[src/rtl/seg_pkg.sv]
// Shared codes, segment patterns and scan-state encoding for the seven-segment scanner.
// Segment bit order is {g,f,e,d,c,b,a}, active high.
package seg_pkg;

  localparam logic [4:0] CODE_BLANK = 5'h10;
  localparam logic [4:0] CODE_DASH  = 5'h11;

  localparam logic [6:0] SEG_BLANK  = 7'h00;
  localparam logic [6:0] SEG_DASH   = 7'h40;

  typedef enum logic {
    ST_GUARD = 1'b0,
    ST_DRIVE = 1'b1
  } scan_state_e;

  function automatic logic [6:0] hex_to_seg(input logic [3:0] nib);
    logic [6:0] seg;
    case (nib)
      4'h0:    seg = 7'h3F;
      4'h1:    seg = 7'h06;
      4'h2:    seg = 7'h5B;
      4'h3:    seg = 7'h4F;
      4'h4:    seg = 7'h66;
      4'h5:    seg = 7'h6D;
      4'h6:    seg = 7'h7D;
      4'h7:    seg = 7'h07;
      4'h8:    seg = 7'h7F;
      4'h9:    seg = 7'h6F;
      4'hA:    seg = 7'h77;
      4'hB:    seg = 7'h7C;
      4'hC:    seg = 7'h39;
      4'hD:    seg = 7'h5E;
      4'hE:    seg = 7'h79;
      4'hF:    seg = 7'h71;
      default: seg = SEG_BLANK;
    endcase
    return seg;
  endfunction

endpackage

[src/rtl/seg_decoder.sv]
// Maps a 6-bit display code to a segment pattern: 0x00-0x0F hex, 0x11 dash,
// every other code blank.
module seg_decoder
  import seg_pkg::*;
(
  input  logic [5:0] i_code,
  output logic [6:0] o_seg
);

  // Pure lookup; the caller registers the code, so this stays combinational.
  always_comb begin
    o_seg = SEG_BLANK;
    if (i_code[5:4] == 2'b00) begin
      o_seg = hex_to_seg(i_code[3:0]);
    end else if (i_code == {1'b0, CODE_DASH}) begin
      o_seg = SEG_DASH;
    end else begin
      o_seg = SEG_BLANK;
    end
  end

endmodule

[src/rtl/seg_scan_ctrl.sv]
// Multiplexed seven-segment scan controller with a pending/active frame buffer pair.
// Build macro SEG_LZ_SUPPRESS_EN blanks leading zero digits when a frame goes live.
module seg_scan_ctrl
  import seg_pkg::*;
#(
  parameter int NUM_DIGITS   = 6,
  parameter int SLOT_CYCLES  = 50000,
  parameter int GUARD_CYCLES = 2
) (
  input  logic                    clk,
  input  logic                    rst,
  input  logic                    scan_en,
  input  logic                    upd_valid,
  output logic                    upd_ready,
  input  logic [5*NUM_DIGITS-1:0] upd_codes,
  output logic [6:0]              seg_data,
  output logic [NUM_DIGITS-1:0]   dig_sel_n,
  output logic                    frame_done
);

  localparam int PW = $clog2(SLOT_CYCLES);
  localparam int IW = $clog2(NUM_DIGITS);
  localparam int BW = 5 * NUM_DIGITS;

  localparam logic [PW-1:0] PRESC_LAST  = PW'(SLOT_CYCLES - 1);
  localparam logic [PW-1:0] PRESC_GUARD = PW'(GUARD_CYCLES);
  localparam logic [IW-1:0] IDX_LAST    = IW'(NUM_DIGITS - 1);

  logic [PW-1:0]         r_presc;
  logic [IW-1:0]         r_idx;
  scan_state_e           r_state;
  logic [BW-1:0]         r_pend;
  logic [BW-1:0]         r_active;
  logic                  r_upd_ready;
  logic [5:0]            r_code;
  logic [NUM_DIGITS-1:0] r_dig_sel_n;
  logic                  r_frame_done;

  logic [PW-1:0]         w_presc_next;
  logic [IW-1:0]         w_idx_next;
  scan_state_e           w_state_next;
  logic                  w_slot_end;
  logic                  w_frame_wrap;
  logic                  w_accept;
  logic                  w_copy;
  logic [BW-1:0]         w_pend_proc;
  logic [BW-1:0]         w_active_next;
  logic [4:0]            w_code_sel;
  logic [NUM_DIGITS-1:0] w_dig_sel_n_next;
  logic                  w_frame_done_next;
  logic [6:0]            w_seg;

  assign w_slot_end   = (r_presc == PRESC_LAST);
  assign w_frame_wrap = scan_en && w_slot_end && (r_idx == IDX_LAST);
  assign w_accept     = upd_valid && r_upd_ready;
  // A full pending buffer is exactly the not-ready condition.
  assign w_copy       = w_frame_wrap && !r_upd_ready;

`ifdef SEG_LZ_SUPPRESS_EN
  function automatic logic [BW-1:0] lz_suppress(input logic [BW-1:0] codes);
    logic [BW-1:0] res;
    logic          seen;
    res  = codes;
    seen = 1'b0;
    for (int i = NUM_DIGITS - 1; i >= 1; i--) begin
      if (!seen && (codes[5*i +: 5] == 5'h00)) begin
        res[5*i +: 5] = CODE_BLANK;
      end else if (codes[5*i +: 5] <= 5'h0F) begin
        seen = 1'b1;
      end else begin
        seen = seen;
      end
    end
    return res;
  endfunction

  assign w_pend_proc = lz_suppress(r_pend);
`else
  assign w_pend_proc = r_pend;
`endif

  assign w_active_next = w_copy ? w_pend_proc : r_active;

  // Scan state register: prescaler, digit index and slot phase.
  always_ff @(posedge clk or posedge rst) begin
    if (rst) begin
      r_presc <= '0;
      r_idx   <= '0;
      r_state <= ST_GUARD;
    end else begin
      r_presc <= w_presc_next;
      r_idx   <= w_idx_next;
      r_state <= w_state_next;
    end
  end

  // Next-state logic; everything freezes while scanning is disabled.
  always_comb begin
    w_presc_next = r_presc;
    w_idx_next   = r_idx;
    w_state_next = r_state;
    if (scan_en) begin
      if (w_slot_end) begin
        w_presc_next = '0;
        w_idx_next   = (r_idx == IDX_LAST) ? '0 : r_idx + IW'(1);
      end else begin
        w_presc_next = r_presc + PW'(1);
        w_idx_next   = r_idx;
      end
    end else begin
      w_presc_next = r_presc;
      w_idx_next   = r_idx;
    end
    case (r_state)
      ST_GUARD: begin
        if (w_presc_next >= PRESC_GUARD) w_state_next = ST_DRIVE;
        else                             w_state_next = ST_GUARD;
      end
      ST_DRIVE: begin
        if (w_presc_next < PRESC_GUARD) w_state_next = ST_GUARD;
        else                            w_state_next = ST_DRIVE;
      end
      default: w_state_next = ST_GUARD;
    endcase
  end

  // Output decode of the next state, registered below so outputs track the state.
  always_comb begin
    w_dig_sel_n_next = '1;
    for (int i = 0; i < NUM_DIGITS; i++) begin
      if (scan_en && (w_state_next == ST_DRIVE) && (w_idx_next == IW'(i))) begin
        w_dig_sel_n_next[i] = 1'b0;
      end else begin
        w_dig_sel_n_next[i] = 1'b1;
      end
    end
    w_frame_done_next = scan_en && (w_presc_next == PRESC_LAST) && (w_idx_next == IDX_LAST);
  end

  // Registered digit select and frame pulse.
  always_ff @(posedge clk or posedge rst) begin
    if (rst) begin
      r_dig_sel_n  <= '1;
      r_frame_done <= 1'b0;
    end else begin
      r_dig_sel_n  <= w_dig_sel_n_next;
      r_frame_done <= w_frame_done_next;
    end
  end

  // Pending/active frame buffers and the update handshake.
  always_ff @(posedge clk or posedge rst) begin
    if (rst) begin
      r_pend      <= '0;
      r_active    <= {NUM_DIGITS{CODE_BLANK}};
      r_upd_ready <= 1'b1;
    end else begin
      if (w_accept) begin
        r_pend      <= upd_codes;
        r_upd_ready <= 1'b0;
      end else if (w_copy) begin
        r_upd_ready <= 1'b1;
      end else begin
        r_upd_ready <= r_upd_ready;
      end
      r_active <= w_active_next;
    end
  end

  // Code for the digit about to be scanned, taken from the post-copy buffer.
  always_comb begin
    w_code_sel = CODE_BLANK;
    for (int i = 0; i < NUM_DIGITS; i++) begin
      if (w_idx_next == IW'(i)) begin
        w_code_sel = w_active_next[5*i +: 5];
      end else begin
        w_code_sel = w_code_sel;
      end
    end
  end

  // Decoder code only moves on entry to a new slot, i.e. inside the dark guard time.
  always_ff @(posedge clk or posedge rst) begin
    if (rst) begin
      r_code <= {1'b0, CODE_BLANK};
    end else if (scan_en && w_slot_end) begin
      r_code <= {1'b0, w_code_sel};
    end else begin
      r_code <= r_code;
    end
  end

  seg_decoder u_seg_decoder (
    .i_code (r_code),
    .o_seg  (w_seg)
  );

  assign seg_data   = w_seg;
  assign dig_sel_n  = r_dig_sel_n;
  assign frame_done = r_frame_done;
  assign upd_ready  = r_upd_ready;

endmodule

[config.mk]
export PLATFORM = sky130hd
export DESIGN_NAME = seg_scan_ctrl
export DESIGN_NICKNAME = d
export VERILOG_FILES = /design/src/rtl/seg_pkg.sv /design/src/rtl/seg_decoder.sv /design/src/rtl/seg_scan_ctrl.sv
export SDC_FILE = /design/constraint.sdc
export NUM_CORES = 1
export LEC_CHECK = 0
export ABC_AREA = 1
export CORE_MARGIN = 2
export CORE_UTILIZATION = 51
export CTS_CLUSTER_DIAMETER = 120
export DETAILED_ROUTE_END_ITERATION = 12
export GPL_TIMING_DRIVEN = 0
export PLACE_DENSITY_LB_ADDON = 0.3
export RECOVER_POWER = 100
export SYNTH_ARGS = -nofsm -noshare
export SYNTH_HDL_FRONTEND = slang
export SYNTH_SLANG_ARGS = --single-unit
[constraint.sdc]
create_clock -name clk -period 2.8 [get_ports clk]
set_input_delay 0.56 -clock clk [delete_from_list [all_inputs] [get_ports clk]]
set_output_delay 0.56 -clock clk [all_outputs]
set_load 0.02 [all_outputs]
==> metrics.md <==
| Metric | Value |
|---|---|
| Status | `finished clean` |
| Detail Placement HPWL | `a little under 8 mm` |
| Number of synthesized flops with an enable pin | `0` |
| # diodes | `0` |
| Data arrival time of the critical path | `about 2000 ps` |
| Period Utilization, post-route | `roughly 90%` |
| Most common cell in the synthesized netlist | `nand2_1` |
| Fraction of layout cells with a size suffix above 1 | `about an eighth` |
| Grt ovf | `0` |
| Worst-Margin Slew | `~1100 ps` |
| Clock-pin slew on the worst setup and hold paths | `approximately 90 ps` |
| Vias per inst | `5.24` |
| Synth area leader | `dfrtp_1` |
| Power Density | `roughly 540 nW/um^2` |
| First-pass GRT wire length | `between 15 and 20 mm` |
| Synth top area cells | `dfrtp_1, nand2_1, dfstp_2, nand3_1, inv_1` |
| Fin crit period | `2560 ps` |
| Crit-path most repeated cell | `nand2_1` |
| Setup TNS | `0 ps` |
| Final Setup Violations | `0` |
| Syn-to-layout area delta | `15.6%` |
| Clk_lat worst skew | `350 ps` |
| CTS max path bufs | `2` |
| Starting Density | `53.3%` |
| Max-cap violations | `0` |
| Type of the tightest min-delay check | `in -> reg` |
| Crit path launch | `r_code[0]` |
| Fraction of registers with async set or reset after synthesis | `100%` |
| Initial antenna violation count | `0` |
| Dpl cells | `about 720` |
| Critical path cell sequence | `inv_1, ha_1, nand2_1, nand2_1, o22ai_1, nor2_1, clkdlybuf4s50_1` |
| Max frequency | `just under 400 MHz` |
| Die X | `between 90 and 100 um` |
| DIE HEIGHT | `between 90 and 100 um` |
| CTS H-tree depth | `3` |
| Routed len/inst | `14.0 um` |
| Final hold vios | `0` |
| CTS tree | `done` |
| Post-synthesis cell count | `565` |
| Placed cell area | `between 5000 and 6000 sq um` |
| Ys Warns | `0` |
| Maximum VDD drop | `approximately 340 uV` |
| Largest net degree at the start of global routing | `43` |
| TritonRoute pass-1 iters | `4` |
| #FFs+latches synth | `slightly above 90` |
| DR DRC count | `0` |
| Sequential share of the synthesized area | `49.5%` |
| Port Buffer Count | `47` |
| CTS sink count | `a little over 90` |
| Die area | `~10000 sq um` |
| Reg2reg start | `r_presc[0]` |
| Worst slew margin | `between 20 and 30%` |
| Static Leak | `between 2 and 3 nW` |
| Non-filler cells, final | `between 700 and 800` |
| CP Class | `reg -> out` |
| Post-synthesis cell area | `about 4700 sq um` |
| GP Congestion | `between 0.9 and 1` |
| Routed Antenna Nets | `0` |
| Post-synth top area share | `a little over two fifths` |
| Final instance area | `~5400 sq um` |
| Core Area | `just under 9000 sq um` |
| # fillers | `about 770` |
| Prevailing post-synth register cell | `dfrtp_1` |
| Slowest CP cell | `clkdlybuf4s50_1` |
| Iter 0 DRT Violations | `roughly 260` |
| CTS Buf Count | `9` |
| Final nets | `around 660` |
| Unique cell type count in the Yosys netlist | `38` |
| RSZ-0062 raised after global routing | `no` |
| Worst EP required | `about 2200 ps` |
| Post-Syn Area per Cell | `approximately 8.3 sq um` |
| Worst setup EP type | `output pin` |
| Syn Nets | `around 600` |
| Root Buffer | `clkbuf_8` |
| Routed Wire Length | `~10 mm` |
| CP peak stage delay | `between 600 and 700 ps` |
| Crit start category | `register` |
| Hold Slack | `around 470 ps` |
| IO Pins | `49` |
| Critical path peak fanout | `6` |
| Final clock skew | `12.1 ps` |
| Leading cell types by count after synthesis | `nand2_1, dfrtp_1, inv_1` |
| Via count | `3,860` |
| Gr usage total | `between 20% and 30%` |
| Row count | `34` |
| Worst R2R Setup Slack | `about 320 ps` |
| Min-delay src | `scan_en` |
| Vias in the first global route | `a little under 4,000` |
| Final Max Tran Viols | `0` |
==> cell usage in the layout (no fill, tap or decap), types with 3 or more instances in the layout <==
cell             instances
xor2_1                   3
nand2_2                  4
clkbuf_8                 9
nand3_1                 55
dfrtp_1                 78
a21oi_1                 20
dfstp_2                 14
mux2_2                  17
inv_1                   63
buf_2                    3
a31oi_1                  5
inv_2                    4
buf_6                    3
clkinv_2                 3
nor3_1                  13
nor2_1                  56
dlygate4sd3_1           10
o21ai_1                  3
nor3_2                   3
ha_1                     6
nand4_1                 14
clkdlybuf4s50_1         31
clkbuf_1                15
nor2_2                   4
nand2_1                151
o21ai_0                 14
==> where the power goes <==
group	internal (mW)	total [mW]	leakage, nW	switching (mW)
combinational	0.170	0.465	1.46	0.295
sequential	1.43	1.52	1.11	0.0959
clock	0.500	0.953	0.109	0.453
total	2.10	2.94	2.68	0.844
==> cell type report <==
| cell class | instances | area, sq um | area share (%) |
|---|---|---|---|
| Sequential cell | 92 | 2320 | 42.8 |
| Multi-Input combinational cell | 386 | 1940 | 35.7 |
| Timing Repair Buffer | 49 | 458 | 8.44 |
| Inverter | 69 | 263 | 4.85 |
| Tap cell | 108 | 135 | 2.49 |
| Clock buffer | 9 | 124 | 2.28 |
| Buffer | 17 | 95.1 | 1.75 |
| Clock inverter | 7 | 91.3 | 1.68 |
==> what timing repair did <==
item,in CTS,in global routing
setup buffers,0,0
hold buffers,0,0
gates resized for setup,0,6
endpoints found under the setup margin,0,7
==> path summary, 6_finish.rpt <==
| check | to | cells after the start |
|---|---|---|
| worst max-delay path | seg_data[4] | 7 |
| worst min-delay path | r_presc[13] | 2 |
| worst max register to register | r_code[1] | 15 |
| worst min register to register | r_active[24] | 2 |
| max in group asynchronous | r_active[9] | 4 |
| min in group asynchronous | r_pend[2] | 2 |
==> worst max-delay path, delay by kind of cell (launching register included) <==
family / cells / cell delay [ps]
buf+inv: 2 / 740
fa+ha+maj: 1 / 160
compound gates: 1 / 70
flops: 1 / 440
simple gates: 3 / 250
==> flip-flops by register name (all words and copies together) (netlist names) <==
name	cells
dig_sel_n	6
r_pend	30
frame_done	1
r_presc	16
r_idx	3
r_code	5
r_active	30
upd_ready	1
==> through the flow <==
stage / setup slack [ps] / util [%] / power, mW
5_1_grt: 77.9 / 61.6 / 3.11
3_5_place_dp: 353 / 60.6 / 2.04
2_1_floorplan: 704 / - / 1.87
6_report: 244 / 61.6 / 2.94
3_3_place_gp: 214 / 60.2 / 2.00
4_1_cts: 23.2 / 63.1 / 2.99
==> routing by layer <==
layer	routed length (um)	global-route usage [%]
met2	5140	39.0
met4	191	7.27
met1	4660	29.6
met5	0	0
met3	348	3.41
==> logic make-up after synthesis <==
kind of cell	synth area share (%)
fa+ha+maj	1.60
compound gates	6.11
mux	4.08
simple gates	30.4
buf+inv	7.76
flops	49.5
xor+xnor	0.560
No activity file was read; power rests on OpenSTA's default activity.
